<file path="config.mk">
export PLATFORM = sky130hd
export DESIGN_NAME = clut_thresh_gate
export DESIGN_NICKNAME = d
export VERILOG_FILES = /design/src/rtl/clut_thresh_gate_pkg.sv /design/src/rtl/clut_sync_fifo.sv /design/src/rtl/clut_thresh_gate.sv
export SDC_FILE = /design/constraint.sdc
export NUM_CORES = 2
export LEC_CHECK = 0
export ABC_AREA = 1
export BUFFER_PORTS_ARGS = -buffer_cell sky130_fd_sc_hd__buf_2
export CAP_MARGIN = 10
export CORE_UTILIZATION = 25
export DETAILED_ROUTE_END_ITERATION = 12
export MAX_ROUTING_LAYER = met4
export PLACE_DENSITY = 0.5
export SYNTH_ARGS = -nofsm -noshare
export SYNTH_HDL_FRONTEND = slang
export SYNTH_SLANG_ARGS = --single-unit
</file>
<file path="constraint.sdc">
create_clock -name sys_clk -period 4 [get_ports sys_clk]
set_clock_uncertainty 0.05 [all_clocks]
set_input_delay 0 -clock sys_clk [delete_from_list [all_inputs] [get_ports sys_clk]]
set_output_delay 0 -clock sys_clk [all_outputs]
set_load 0.02 [all_outputs]
</file>
<file path="src/rtl/clut_thresh_gate_pkg.sv">
// Shared clutter-map types, widths and helpers for the threshold/gate stages.
// Latency: n/a (declarations only).
// Backpressure: n/a.
package clut_thresh_gate_pkg;

    localparam int THR_W       = 16;
    localparam int RBIN_W_DFLT = 10;

    localparam logic [THR_W-1:0] THR_SAT = 16'hFFFF;

    // Bit positions inside align_err
    localparam int ERR_UNDF = 0;
    localparam int ERR_OVF  = 1;

    // Saturating increment used by the pass counters
    function automatic logic [THR_W-1:0] sat_inc(input logic [THR_W-1:0] v, input logic en);
        logic [THR_W-1:0] r;
        r = v;
        if (en && (v != THR_SAT)) begin
            r = v + THR_W'(1);
        end
        return r;
    endfunction

endpackage

</file>
<file path="src/rtl/clut_sync_fifo.sv">
// Single-clock FIFO with full/empty/count flags and registered (synchronous) read data.
// Latency: rd_dat valid the cycle after an accepted read; no write-to-read bypass.
// Backpressure: writes are dropped when full unless a read is accepted in the same cycle.
module clut_sync_fifo #(
    parameter int WIDTH = 26,
    parameter int DEPTH = 64
)(
    input  logic                     clk,
    input  logic                     rst_n,
    input  logic                     wr_vld,
    input  logic [WIDTH-1:0]         wr_dat,
    input  logic                     rd_vld,
    output logic [WIDTH-1:0]         rd_dat,
    output logic                     full,
    output logic                     empty,
    output logic [$clog2(DEPTH):0]   count
);

    localparam int AW = $clog2(DEPTH);
    localparam logic [AW:0] CNT_FULL = (AW+1)'(DEPTH);
    localparam logic [AW:0] CNT_ONE  = (AW+1)'(1);

    logic [WIDTH-1:0] mem [DEPTH];
    logic [AW-1:0]    wr_ptr;
    logic [AW-1:0]    rd_ptr;
    logic             wr_acc;
    logic             rd_acc;

    assign full   = (count == CNT_FULL);
    assign empty  = (count == '0);
    assign rd_acc = rd_vld & ~empty;
    // A full FIFO still takes a write when a read frees a slot in the same cycle
    assign wr_acc = wr_vld & (~full | rd_acc);

    // Storage array; no reset needed, occupancy is tracked by count
    always_ff @(posedge clk) begin
        if (wr_acc) begin
            mem[wr_ptr] <= wr_dat;
        end
    end

    // Pointers, occupancy and registered read port
    always_ff @(posedge clk or negedge rst_n) begin
        if (!rst_n) begin
            wr_ptr <= '0;
            rd_ptr <= '0;
            count  <= '0;
            rd_dat <= '0;
        end else begin
            if (wr_acc) begin
                wr_ptr <= wr_ptr + AW'(1);
            end
            if (rd_acc) begin
                rd_ptr <= rd_ptr + AW'(1);
                rd_dat <= mem[rd_ptr];
            end
            case ({wr_acc, rd_acc})
                2'b10:   count <= count + CNT_ONE;
                2'b01:   count <= count - CNT_ONE;
                default: count <= count;
            endcase
        end
    end

endmodule

</file>
<file path="src/rtl/clut_thresh_gate.sv">
// Pairs buffered detections with clutter thresholds, scales/compares, counts passes per CPI.
// Latency: 3 cycles from thresh_valid to gate_valid, one sample per cycle.
// Backpressure: none; overflowing detections and unmatched thresholds are dropped and flagged.
module clut_thresh_gate
    import clut_thresh_gate_pkg::*;
#(
    parameter int FIFO_DEPTH = 64,
    parameter int K_SHIFT    = 4,
    parameter int RBIN_W     = RBIN_W_DFLT
)(
    input  logic              sys_clk,
    input  logic              rst_n,
    input  logic              clut_en,
    input  logic [7:0]        k_mul,
    input  logic [15:0]       k_off,
    input  logic              frame_end,
    input  logic              det_valid,
    input  logic [THR_W-1:0]  det_amp,
    input  logic [RBIN_W-1:0] det_rbin,
    input  logic              thresh_valid,
    input  logic [THR_W-1:0]  thresh_dat,
    output logic              gate_valid,
    output logic [THR_W-1:0]  gate_amp,
    output logic [RBIN_W-1:0] gate_rbin,
    output logic [THR_W-1:0]  gate_thr,
    output logic              gate_pass,
    output logic [15:0]       cpi_pass_cnt,
    output logic              cpi_done,
    output logic [1:0]        align_err
);

    typedef struct packed {
        logic [RBIN_W-1:0] rbin;
        logic [THR_W-1:0]  amp;
    } det_ent_t;

    localparam int ENT_W = $bits(det_ent_t);
    localparam int CW    = $clog2(FIFO_DEPTH) + 1;

    det_ent_t         wr_ent;
    det_ent_t         rd_ent;
    det_ent_t         s2_ent;
    logic             fifo_full;
    logic             fifo_empty;
    logic [CW-1:0]    fifo_cnt;
    logic             pop_vld;
    logic             undf_evt;
    logic             ovf_evt;

    logic             s1_vld;
    logic [THR_W-1:0] s1_thr;
    logic             s2_vld;
    logic [23:0]      s2_prod_s;
    logic [23:0]      prod;
    logic [24:0]      sum;
    logic [THR_W-1:0] thr_sat;
    logic             pass_evt;
    logic [15:0]      run_cnt;
    logic [15:0]      run_nxt;

    assign wr_ent.rbin = det_rbin;
    assign wr_ent.amp  = det_amp;

    // Only thresholds that find a buffered detection advance the pipeline
    assign pop_vld  = thresh_valid & (fifo_cnt != '0);
    assign undf_evt = thresh_valid & fifo_empty;
    assign ovf_evt  = det_valid & fifo_full & ~thresh_valid;

    clut_sync_fifo #(
        .WIDTH (ENT_W),
        .DEPTH (FIFO_DEPTH)
    ) u_det_fifo (
        .clk    (sys_clk),
        .rst_n  (rst_n),
        .wr_vld (det_valid),
        .wr_dat (wr_ent),
        .rd_vld (thresh_valid),
        .rd_dat (rd_ent),
        .full   (fifo_full),
        .empty  (fifo_empty),
        .count  (fifo_cnt)
    );

    // Threshold scaling and saturating offset
    assign prod    = {8'd0, s1_thr} * {16'd0, k_mul};
    assign sum     = {1'b0, s2_prod_s} + {9'd0, k_off};
    assign thr_sat = (sum[24:16] != '0) ? THR_SAT : sum[15:0];

    // Stage 1: capture raw threshold alongside the FIFO read
    always_ff @(posedge sys_clk or negedge rst_n) begin
        if (!rst_n) begin
            s1_vld <= 1'b0;
            s1_thr <= '0;
        end else begin
            s1_vld <= pop_vld;
            s1_thr <= thresh_dat;
        end
    end

    // Stage 2: gain multiply and shift; carry the detection along
    always_ff @(posedge sys_clk or negedge rst_n) begin
        if (!rst_n) begin
            s2_vld    <= 1'b0;
            s2_prod_s <= '0;
            s2_ent    <= '0;
        end else begin
            s2_vld    <= s1_vld;
            s2_prod_s <= prod >> K_SHIFT;
            s2_ent    <= rd_ent;
        end
    end

    // Stage 3: offset, saturate, strict compare; outputs held at zero when idle
    always_ff @(posedge sys_clk or negedge rst_n) begin
        if (!rst_n) begin
            gate_valid <= 1'b0;
            gate_amp   <= '0;
            gate_rbin  <= '0;
            gate_thr   <= '0;
            gate_pass  <= 1'b0;
        end else if (s2_vld) begin
            gate_valid <= 1'b1;
            gate_amp   <= s2_ent.amp;
            gate_rbin  <= s2_ent.rbin;
            gate_thr   <= thr_sat;
            gate_pass  <= (s2_ent.amp > thr_sat) | ~clut_en;
        end else begin
            gate_valid <= 1'b0;
            gate_amp   <= '0;
            gate_rbin  <= '0;
            gate_thr   <= '0;
            gate_pass  <= 1'b0;
        end
    end

    // A pass on the frame_end cycle still belongs to the closing CPI
    assign pass_evt = gate_valid & gate_pass;
    assign run_nxt  = sat_inc(run_cnt, pass_evt);

    // Per-CPI pass counter and snapshot
    always_ff @(posedge sys_clk or negedge rst_n) begin
        if (!rst_n) begin
            run_cnt      <= '0;
            cpi_pass_cnt <= '0;
            cpi_done     <= 1'b0;
        end else if (frame_end) begin
            run_cnt      <= '0;
            cpi_pass_cnt <= run_nxt;
            cpi_done     <= 1'b1;
        end else begin
            run_cnt      <= run_nxt;
            cpi_done     <= 1'b0;
        end
    end

    // Sticky alignment errors, cleared only by reset
    always_ff @(posedge sys_clk or negedge rst_n) begin
        if (!rst_n) begin
            align_err <= '0;
        end else begin
            if (undf_evt) begin
                align_err[ERR_UNDF] <= 1'b1;
            end
            if (ovf_evt) begin
                align_err[ERR_OVF] <= 1'b1;
            end
        end
    end

endmodule

</file>
Word level (Yosys, flattened, before mapping) --
Memory sizes are Yosys's and may differ from the RTL's. A register that Yosys moved wholly into a read port is not among the register bits. Index checks and enable logic that the tools add are counted.
Storage, ports and cells: register bits after elaboration 162, RAM bits 1664, input bits 72, output and inout bits 63, logic and storage cells 63, memories 1
Operators by class: $add $sub $neg 6, multipliers 1, magnitude comparators 1, eq/ne operators 4, multiplexer cells 12, bitwise operators 13, reductions and logical operators 6
Memories:
- u_det_fifo.mem | depth 64, width 26, read ports 1, clocked after memory_dff 1, write ports 1, RTL line clut_sync_fifo.sv:23 | logic [WIDTH-1:0] mem [DEPTH];
Operators with widths (count):
- $mux 16 | 5
- $mul 16x8->24 | 1
- $add 20x16->21 | 1
- $add 16x1->16 const B | 1
- $gt 16x16->1 | 1
- $ne 16x16->1 const B | 1
- $pmux 7 s2 | 1
- $add 6x1->6 const B | 2
- $mux 10 | 1
- $reduce_bool 9->1 | 1
- $add 7x1->7 const B | 1
- $and 1x1->1 | 7
- $eq 7x7->1 const B | 1
- $logic_not 7->1 | 1
- $reduce_bool 7->1 | 1
- $sub 7x1->7 const B | 1
- $mux 1 | 5
- $not 1->1 | 4
- $eq 2x1->1 const B | 1
- $eq 2x2->1 const B | 1
- $or 1x1->1 | 2
- $reduce_bool 2->1 | 1
- $logic_and 1x1->1 | 1
- $logic_not 1->1 | 1

Depth between registers and ports, before layout --
depth after elaboration 7, depth in mapped cells 24, depth with buffers taken out 23

Cells and area by module --
Synthesis repeated with hierarchy kept, for this count alone.
Second synthesis, totals: cell total of the unflattened synthesis 7736, area, all modules 81625.8 um^2
By module, submodules not included:
- clut_sync_fifo | instances 1, cells an instance 6474, area an instance 71098.2 um^2, seq. area each 51094.0 um^2
- clut_thresh_gate | instances 1, cells an instance 1262, area an instance 10527.6 um^2, seq. area each 3578.4 um^2

Worst setup path after synthesis --
No wires, ideal clock.
path type flip-flop to flip-flop, start point reg s1_thr[3], end point reg s2_prod_s[13], setup time 0.123 ns, arrival 3.957 ns, required time 3.827 ns, slack -0.130 ns, cell stages (with the launch flop) 17, buffers on the path 1, period minus slack after synthesis 4.130 ns, cell sequence dfrtp_1 clkbuf_1 nand2_1 inv_1 fa_1 fa_1 inv_1 fa_1 inv_1 fa_1 ha_1 nand2_1 o21ai_0 a21oi_1 o21ai_0 a21oi_1 xnor2_1
Between the ends: longest elaborated chain between the ends 1
Ends and longest elaborated chain:
- start: declaration | RTL line clut_thresh_gate.sv:51 | logic [THR_W-1:0] s1_thr;
- start signal: assignment | RTL line clut_thresh_gate.sv:96 | s1_thr <= thresh_dat;
- $mul 16x8->24 | RTL line clut_thresh_gate.sv:85 | assign prod = {8'd0, s1_thr} * {16'd0, k_mul};
- net prod[17] | RTL line clut_thresh_gate.sv:54 | logic [23:0] prod;
- end signal: assignment | RTL line clut_thresh_gate.sv:108 | s2_prod_s <= prod >> K_SHIFT;
- end: declaration | RTL line clut_thresh_gate.sv:53 | logic [23:0] s2_prod_s;
The timed path passes the listed nets, and every way through them passes these cells. A chain may end at the register's enable or synchronous reset.

Final worst setup path --
start point reg s1_thr[6], end point reg s2_prod_s[15]
Same word-level chain as after synthesis.

==> results.cfg <==
[status]
status = finished, violations left
violations = setup timing

[yosys]
ys.flop_type = edfxtp_1
synthCells = 6654
async_flop_share_pct = 10.2
ys_ff_latch = 1852
yosysUniqueCellTypes = 43
synth-edff-count = 1664
synth_area_per_cell_sq_um = 11.8
seq_area_frac_synth_pct = 69.6
synth_fp_nets = 6894
synth_area_sq_um = 78600
yosys_warnings = 0

[timing]
finalCritPeriodShare_pct = 100
finalMaxSlewViolations = 0
layout_min_cycle_time_ns = 4.01
worst_slack_ns = -0.00549
clock.fmax_mhz = 250
worstMarginPinSlew_ns = 1.21
timing.slew.headroom_pct = 19.2
holdWs_ns = 0.0336
hold_viol_final = 0
setup_tns_ns = -0.00549
finalSetupViolCount = 1
rsz0062_at_grt = true

[cts]
clock-sinks = 1852
cts_buffers = 191
cts.reportedPaths.clkPinSlew_ns = 0.07
cts_tree = done
htreeDepth = 4
root_buffer = clkbuf_16
insertion_delay_ns = 0.85
clockBufferDepth = 4

[finish]
stdcell_area_sq_um = 92900
num-nets-final = 7207
syn_to_final_growth_pct = 18.2
drive_above_1_share_pct = 12.3
fin_cells = 11247

[placed_design]
finalWeightedCongestion = 0.849
dpl.hpwl_mm = 143
place_area_sq_um = 85800
numPlacedInstances = 10815
numPortBuffers = 134

[setup_path]
critical_path.cell_chain = buf_6, buf_6, nand2_4, fa_1, fa_1, fa_1, fa_1, inv_2, ha_4, nand2_2, o21ai_1, a21o_1, a21oi_2, o21bai_1, xor2_1
cp_max_fo = 5
worstPathRequired_ns = 4.62
worst_path_largest_cell_delay_ns = 0.56
critPathLaunchType = flop
critPathArrivalTime_ns = 4.63
crit_top_cell = fa_1
cp-end-kind = flop
cp_slowest_cell = fa_1
path_class = flop to flop

[route]
num_vias = 52291
first_pass_iters = 5
dr.first_iter.drc_count = 5180
drc = 0
final_antenna_net_count = 0
routed_wl_mm = 245
avgRoutedWirePerCell_microns = 21.8
avgViaCountPerCell = 4.65

[power]
vdd_drop_max_uv = 450
p_leak_nw = 32.9
power_density_nw_per_um2 = 710

[global_routing]
global_route.usage.met2_pct = 24.0
top_usage_layer = met2
use_met1_pct = 20.6
antenna_found_initial = 12
grt_pass1_wl_mm = 353
gr-usage-met3_pct = 2.92
grtUsageTotal_pct = 15.5
overflow = 0
first_global_vias = 50598
grt_max_degree = 113

[floorplanning]
rows = 205
initial_utilization_pct = 25.2
ioPinCount = 135
die-area_sq_um = 317000
die_w_microns = 563
core_sq_um = 312000
die_height_microns = 563

[hold_path]
min_path_type = primary input to flop

[run]
maxCapViolCount = 0
-- cell families after synthesis --
logic type	count (synthesis)	synth area share, %
DFF	1852	69.6
and+or+nand+nor	2468	12.6
adders and majority gates	168	3.50
AOI/OAI and AO/OA	1345	9.46
buffers and inverters	765	4.21
muxes	1	0.0127
xor gates and xnor gates	55	0.613
-- critical path: cells and delay by family (launching register included) --
kind / cells / cell delay, ns
xor gates and xnor gates: 1 / 0.14
buffers and inverters: 3 / 0.30
and+or+nand+nor: 2 / 0.21
adders and majority gates: 5 / 2.20
AOI/OAI and AO/OA: 4 / 0.54
DFF: 1 / 0.44
-- metrics by stage --
stage	setup WS (ns)	utilization, %	power [mW]
after floorplan	0.00486	-	37.9
after global placement	-0.210	27.5	48.3
after detailed placement	-0.235	27.5	48.4
after CTS	-0.0511	29.7	66.1
after global routing	-0.178	29.7	69.6
final	-0.00549	29.7	66.0
-- state kept, by name, indices dropped and copies added, names as in the netlist, 20 cells and up --
name               cells
u_det_fifo.mem      1664
u_det_fifo.rd_dat     26
s2_ent                26
s2_prod_s             20
-- report_power, final --
group | switching (mW) | total, mW | internal (mW)
registers | 0.774 | 23.2 | 22.4
clock network | 7.46 | 16.9 | 9.44
logic | 18.1 | 26.0 | 7.90
-- path summary, 6_finish.rpt --
kind	startpoint	end	cells after the start	slack, ns
setup / recovery	s1_thr[6]	s2_prod_s[15]	15	-0.005
min in group asynchronous	rst_n	gate_amp[3]	4	0.38
hold / removal	det_amp[13]	u_det_fifo.mem[14][13]	2	0.03
hold reg to reg	s1_vld	s2_vld	0	0.30
max in group asynchronous	rst_n	s1_thr[2]	4	2.96
setup reg to reg	s1_thr[6]	s2_prod_s[15]	15	-0.005
-- routing by layer --
| metal | vias up | part of all wire, % |
|---|---|---|
| met5 | - | 0 |
| met4 | 0 | 3.3 |
| met3 | 370 | 7.0 |
| met2 | 1726 | 45 |
| met1 | 26254 | 44 |
| li1 | 23941 | - |
-- placed cells by master (no fill, tap or decap), types with 12 or more instances in the layout --
master         count
nor2_2            52
clkbuf_16        194
buf_2            133
buf_4            220
nand4_1           28
clkinv_1          33
nand2_2           16
inv_1            350
o21ai_1          106
clkinv_2          25
nor2_1          1146
nand3b_1          16
a21oi_1          114
o22ai_1          103
o21ai_0          771
buf_12            64
ha_1              69
nand3_1          270
nand3_2           15
nand2_1          854
or2_2             21
clkbuf_1          51
xor2_1            44
nor2_4            20
edfxtp_1        1664
dfrtp_1          174
ha_4              12
o211ai_1         210
fa_1              85
dlygate4sd3_1     91
-- repair_timing --
action,4_1_cts,5_1_grt
hold buffers,92,0
pin swaps,26,36
buffers inserted,5,2
hold endpoints to repair,1330,0
gates resized for setup,64,46
setup endpoints to repair,15,14
-- cells in the mapped netlist (all sizes together), types with 8 or more instances --
master / count / area share, %
fa: 86 / 2.2
buf: 181 / 1.4
nand3: 285 / 1.9
nor3: 17 / 0.11
clkbuf: 215 / 1.0
inv: 365 / 1.7
xnor2: 11 / 0.12
nand3b: 16 / 0.15
a21oi: 127 / 0.81
o211ai: 210 / 2.0
edfxtp: 1664 / 64
nand4: 28 / 0.22
ha: 82 / 1.3
or2: 22 / 0.18
dfrtp: 188 / 6.0
a31oi: 8 / 0.064
nor2: 1218 / 5.8
nand2: 874 / 4.2
o21ai: 882 / 5.6
xor2: 44 / 0.49
o22ai: 103 / 0.82
-- layout make-up --
| class | count | area [sq um] |
|---|---|---|
| Clock buffer | 253 | 5150 |
| Fill cell | 31817 | 219000 |
| Sequential cell | 1852 | 54700 |
| Multi-Input combinational cell | 4037 | 21300 |
| Antenna cell | 8 | 20.0 |
| Tap cell | 4140 | 5180 |
| Timing Repair Buffer | 516 | 4620 |
| Clock inverter | 72 | 537 |
| Inverter | 369 | 1410 |
(Power assumes the default switching activity.)
